## src/rtl/bcd_up_down_counter_nd.sv

```systemverilog
// Multi-digit BCD up/down counter with synchronous load, count enable and
// wrap/saturate limit handling; registered carry/borrow/load_err strobes.
module bcd_up_down_counter_nd #(
    parameter int DIGITS   = 4,
    parameter int SATURATE = 0
) (
    input  logic                  clk,
    input  logic                  reset_p,
    input  logic                  enable,
    input  logic                  down_up,
    input  logic                  load,
    input  logic [4*DIGITS-1:0]   load_value,
    output logic [4*DIGITS-1:0]   count,
    output logic                  carry,
    output logic                  borrow,
    output logic                  load_err,
    output logic                  is_max,
    output logic                  is_zero
);

    logic [4*DIGITS-1:0] r_count;
    logic                r_carry;
    logic                r_borrow;
    logic                r_load_err;

    // w_all9[k] / w_all0[k]: every digit below k is 9 / 0 (ripple enables)
    logic [DIGITS:0]     w_all9;
    logic [DIGITS:0]     w_all0;
    logic [DIGITS-1:0]   w_dig_ok;
    logic [4*DIGITS-1:0] w_step_raw;
    logic [4*DIGITS-1:0] w_step;
    logic                w_load_ok;
    logic                w_at_max;
    logic                w_at_zero;
    logic                w_at_limit;

    assign w_all9[0] = 1'b1;
    assign w_all0[0] = 1'b1;

    genvar gi;
    generate
        for (gi = 0; gi < DIGITS; gi++) begin : g_digit
            logic [3:0] w_dig;
            logic [3:0] w_dig_next;

            assign w_dig          = r_count[4*gi +: 4];
            assign w_all9[gi+1]   = w_all9[gi] & (w_dig == 4'd9);
            assign w_all0[gi+1]   = w_all0[gi] & (w_dig == 4'd0);
            assign w_dig_ok[gi]   = (load_value[4*gi +: 4] <= 4'd9);

            always_comb begin
                w_dig_next = w_dig;
                if (!down_up) begin
                    if (w_all9[gi]) begin
                        w_dig_next = (w_dig == 4'd9) ? 4'd0 : w_dig + 4'd1;
                    end
                end else begin
                    if (w_all0[gi]) begin
                        w_dig_next = (w_dig == 4'd0) ? 4'd9 : w_dig - 4'd1;
                    end
                end
            end

            assign w_step_raw[4*gi +: 4] = w_dig_next;
        end
    endgenerate

    assign w_load_ok  = &w_dig_ok;
    assign w_at_max   = w_all9[DIGITS];
    assign w_at_zero  = w_all0[DIGITS];
    assign w_at_limit = down_up ? w_at_zero : w_at_max;

    // Raw ripple already wraps 9..9 <-> 0..0; saturation simply holds instead
    generate
        if (SATURATE != 0) begin : g_sat
            assign w_step = w_at_limit ? r_count : w_step_raw;
        end else begin : g_wrap
            assign w_step = w_step_raw;
        end
    endgenerate

    always_ff @(posedge clk) begin
        if (reset_p) begin
            r_count    <= '0;
            r_carry    <= 1'b0;
            r_borrow   <= 1'b0;
            r_load_err <= 1'b0;
        end else begin
            r_carry    <= 1'b0;
            r_borrow   <= 1'b0;
            r_load_err <= 1'b0;
            if (load) begin
                if (w_load_ok) begin
                    r_count <= load_value;
                end else begin
                    r_load_err <= 1'b1;
                end
            end else if (enable) begin
                r_count  <= w_step;
                r_carry  <= ~down_up & w_at_max;
                r_borrow <= down_up & w_at_zero;
            end
        end
    end

    assign count    = r_count;
    assign carry    = r_carry;
    assign borrow   = r_borrow;
    assign load_err = r_load_err;
    assign is_max   = w_at_max;
    assign is_zero  = w_at_zero;

endmodule
```

## config.mk

```make
export PLATFORM = sky130hd
export DESIGN_NAME = bcd_up_down_counter_nd
export DESIGN_NICKNAME = d
export VERILOG_FILES = /design/src/rtl/bcd_up_down_counter_nd.sv
export SDC_FILE = /design/constraint.sdc
export NUM_CORES = 1
export LEC_CHECK = 0
export ABC_AREA = 1
export ABC_CLOCK_PERIOD_IN_PS = 2000
export CORE_MARGIN = 8
export CORE_UTILIZATION = 40
export DETAILED_ROUTE_END_ITERATION = 10
export HOLD_SLACK_MARGIN = 0.02
export PLACE_DENSITY = 0.68
export SETUP_SLACK_MARGIN = 0.1
export SYNTH_ARGS = -nofsm -noshare
export SYNTH_HDL_FRONTEND = slang
export SYNTH_SLANG_ARGS = --single-unit
export TNS_END_PERCENT = 100
```

## constraint.sdc

```tcl
create_clock -name clk -period 2 [get_ports clk]
set_input_delay 0.4 -clock clk [delete_from_list [all_inputs] [get_ports clk]]
set_output_delay 0.4 -clock clk [all_outputs]
set_load 0.005 [all_outputs]
```

# == After elaboration in Yosys (flattened, before gate mapping) ==
# Cells that the tools add are included.
# totals
regBits,19
out_inout_bits,21
word_cells,75
# classes
n_lt_le_gt_ge,4
n_reduce_logical,15
n_mux,22
addsub,8
bitwise,11
eq_ne,8
# ops
cell,count
2-to-1 mux 4 bit,18
2-to-1 mux 16 bit,3
adder 4 x 1 -> 4 bit (second input constant),4
equality test 4 bit (second input constant),4
<= comparator 4 bit (second input constant),4
zero test 4 bit,4
AND reduction 4 bit,4
subtractor 4 x 1 -> 4 bit (second input constant),4
inequality test 3 x 1 -> 1 bit (second input constant),3
nonzero test 3 bit,3
AND 1 bit,8
NOT 1 bit,3
OR reduction 3 bit,1
inequality test 2 x 1 -> 1 bit (second input constant),1
AND reduction 2 bit,1
nonzero test 2 bit,1
OR reduction 2 bit,1
2-to-1 mux 1 bit,1

# == Longest topological paths before layout ==
# logic_depth
word_depth,7
mapped_depth,11
ltp_nobuf,11

# == Worst setup path after synthesis ==
# OpenSTA, ideal clock, no wires.
# synth_timing
path_type,register -> output
from,reg r_count[3] (netlist: count[3])
to,out is_max
path_buffers,0
t_arrival_ps,891
required_ps,1600
setup_slack_ps,709
stages_incl_launch_ff,5
path_cell_list,dfxtp_1 nand2_2 nor2_4 nand3_2 nor2_1
# synth_via
elab_chain_len,4
# synth_rtl
item,line_no,rtl
"start, declared",21,logic [4*DIGITS-1:0] r_count;
"start signal, assigned",94,r_count <= load_value;
"start signal, assigned",99,r_count <= w_step;
equality test 4 bit,47,assign w_all9[gi+1] = w_all9[gi] & (w_dig == 4'd9);
AND 1 bit (3 in a row),47,
"end, declared",17,"output logic is_max,"
# Every way passes these cells.

# == Final worst setup path ==
# layout_timing
from,reg r_count[11] (netlist: count[11])
to,out is_zero
# layout_via
elab_chain_len,3
# layout_rtl
item,line_no,rtl
zero test 4 bit,48,assign w_all0[gi+1] = w_all0[gi] & (w_dig == 4'd0);
AND 1 bit (2 in a row),48,
"end, declared",18,output logic is_zero
# Every way passes these cells.

==> flow_summary.ini <==
[routing]
num_vias = 1881
firstDrtPassIters = 4
drt_iter0_drc = 154
drc = 0
antenna_left = 0
vias_per_cell = 4.94
drt-total-wl_um = 4870
post_drt_wl_per_cell_um = 12.8

[sta]
drv_slew = 0
fin_ws_ns = 0.169
fmax_mhz = 546
setup_violations = 0
tns_ns = 0
finClkSkew_ns = 0.00740
worstMarginPinSlew_ns = 0.282
post-route-min-period_ns = 1.83
slew_headroom_pct = 81.1
rsz0062_at_grt = false
hold_viol_final = 0
period_share_pct = 91.5

[floorplan]
die_w_um = 78.4
die_y_um = 78.4
io_pins = 42
rows = 22
coreArea_um2 = 3720
start_util_pct = 41.9
die_area_um2 = 6150

[global_routing]
grt_pass1_wl_um = 8110
grt_max_degree = 14
grt_pass1_vias = 1781
gr-usage-all-layers_pct = 16.0
antenna_found_initial = 0
grt_overflow_total = 0

[clocking]
cts_tree = yes
insertion_delay_ns = 0.26
cts_buffer_depth = 2
clockRootBuffer = clkbuf_8
ctsHoldBuffers = 0
cts_buffers = 3
htree_num_levels = 1
clk_pin_slew_ns = 0.07
clock-sinks = 19

[yosys]
synth_cell_types = 27
ys_warn_count = 0
syn_area_per_cell_um2 = 5.79
synth.area.top_cells = dfxtp_1 24%, nand2_1 20%, nor2_1 11%, nand3_1 7.7%, o21ai_0 5.8%
netlist.area_leader.share_pct = 24.4
synth-seq-cells = 19
synth_area_um2 = 1560
synthCells = 269
synth_top_area_cell = dfxtp_1
syn-num-nets = 290
synth_seq_area_share_pct = 24.4

[critical_path]
cp_max_fo = 5
r2r_end = count[6]$_SDFFE_PP0P_
crit_required_ns = 1.60
critPathLaunchType = register
crit_type = reg2out
r2r-start = count[3]$_SDFFE_PP0P_
rrSetupSlack_ns = 0.58
endpoint_kind = primary output
endpoint = is_zero
critPathArrivalTime_ns = 1.43
cp-startpoint = count[11]$_SDFFE_PP0P_
ff2ff_path_depth = 8

[place]
pre_cts_slack_ns = 0.0896
post-dp-hpwl_um = 3690
portBuffers = 41
dp.cells = 369
place.gp.congestion = 0.912

[cells_and_area]
final_cell_mix = 80 x nand2_1, 41 x nor2_1, 39 x clkdlybuf4s50_1
fin_cells = 381
multiInputGateArea_um2 = 1070
drive_gt1_share_pct = 21.9
layout_commonest_cell = nand2_1
regArea_um2 = 393
fill_cells = 385
fin_util_pct = 60.7
nets = 355
synthToLayoutAreaGrowth_pct = 44.9
antennaDiodeCount = 0

[outcome]
status = finished, final reports clean

[flow_run]
cap_violations = 0

[power_and_ir_drop]
pwr_density_cell_nw_per_um2 = 552
p_leak_nw = 1.02
ir_drop_v = 0.000260
finalPower_mw = 1.25

[hold_path]
hold_class = reg2reg
## worst min path at each step
stage,end,from,slack (ns),cells after the start
2_1_floorplan,count[4]$_SDFFE_PP0P_,reset_p,0.47,1
3_3_place_gp,count[15]$_SDFFE_PP0P_,count[15]$_SDFFE_PP0P_,0.51,2
3_5_place_dp,count[15]$_SDFFE_PP0P_,count[15]$_SDFFE_PP0P_,0.51,2
4_1_cts,count[15]$_SDFFE_PP0P_,count[15]$_SDFFE_PP0P_,0.52,2
5_1_grt,count[4]$_SDFFE_PP0P_,count[4]$_SDFFE_PP0P_,0.55,2
6_report,count[15]$_SDFFE_PP0P_,count[15]$_SDFFE_PP0P_,0.52,2
## power by group
| group | switching, mW | total (mW) | internal [mW] |
|---|---|---|---|
| Combinational | 0.268 | 0.508 | 0.240 |
| Clock | 0.136 | 0.278 | 0.142 |
| Sequential | 0.0474 | 0.460 | 0.413 |
| Total | 0.452 | 1.25 | 0.795 |
## final cells by class
class / instances / area share (%)
flip-flops and latches: 19 / 17.4
inverters: 26 / 4.32
multi-input cells: 219 / 47.6
clock buffers: 4 / 2.00
repair buffers: 65 / 26.1
well taps: 48 / 2.66
## Yosys cell counts
library cell and number:
o21ai_0 18, nand4_1 1, inv_1 18, or2_2 1, xnor2_1 1, xor2_1 2
nand2_2 8, nor4_1 2, a21oi_1 9, nand3_2 1, a21oi_4 1, nand2_1 82
nand3_1 24, buf_6 1, a31oi_1 1, dfxtp_1 19, buf_2 1, o21ai_1 2
inv_2 8, nor3_1 3, and2_1 2, nor2_2 6, buf_4 3, o211ai_1 5
nand3_4 1, nor2_4 4, nor2_1 45
## cell families after synthesis
kind of cell / count (synthesis) / share of synthesized area (%)
AO/OA/AOI/OAI: 36 / 13.2
XOR/XNOR: 3 / 1.69
flip-flops: 19 / 24.4
buffers and inverters: 31 / 8.75
AND/OR/NAND/NOR: 180 / 52.0
## critical path, stage by stage, from the launching register on
cell and delay (ns):
dfxtp_1 0.33, inv_1 0.16, nand2_1 0.11, nor2_2 0.13, nand2_1 0.11, nor2_1 0.09
dlygate4sd2_1 0.24
## stage by stage
| stage | hold slack, ns | cell area [µm²] |
|---|---|---|
| finish | 0.519 | 2260 |
| global route | 0.553 | 2260 |
| CTS | 0.519 | 2200 |
| detailed placement | 0.509 | 2110 |
| global placement | 0.509 | 2110 |
| floorplan | 0.469 | 1560 |
## per-layer routing
layer	routed length [µm]	vias up	part of all wire, %	global-route usage (%)
met5	0	-	0	0
met4	83	0	1.7	6.30
met3	286	7	5.9	3.30
met2	2300	64	47	25.6
met1	2200	820	45	20.4
li1	-	990	-	-
## flip-flops by register name, summed over array words and instances, names as in the netlist
name and count:
load_err 1, carry 1, borrow 1, count 16
## what timing repair did
action | CTS | global route
gates resized for setup | 11 | 10
endpoints found under the setup margin | 2 | 2
pin swaps | 5 | 5
buffers inserted | 4 | 4
Note: power is estimated with default switching activity, not from simulation.
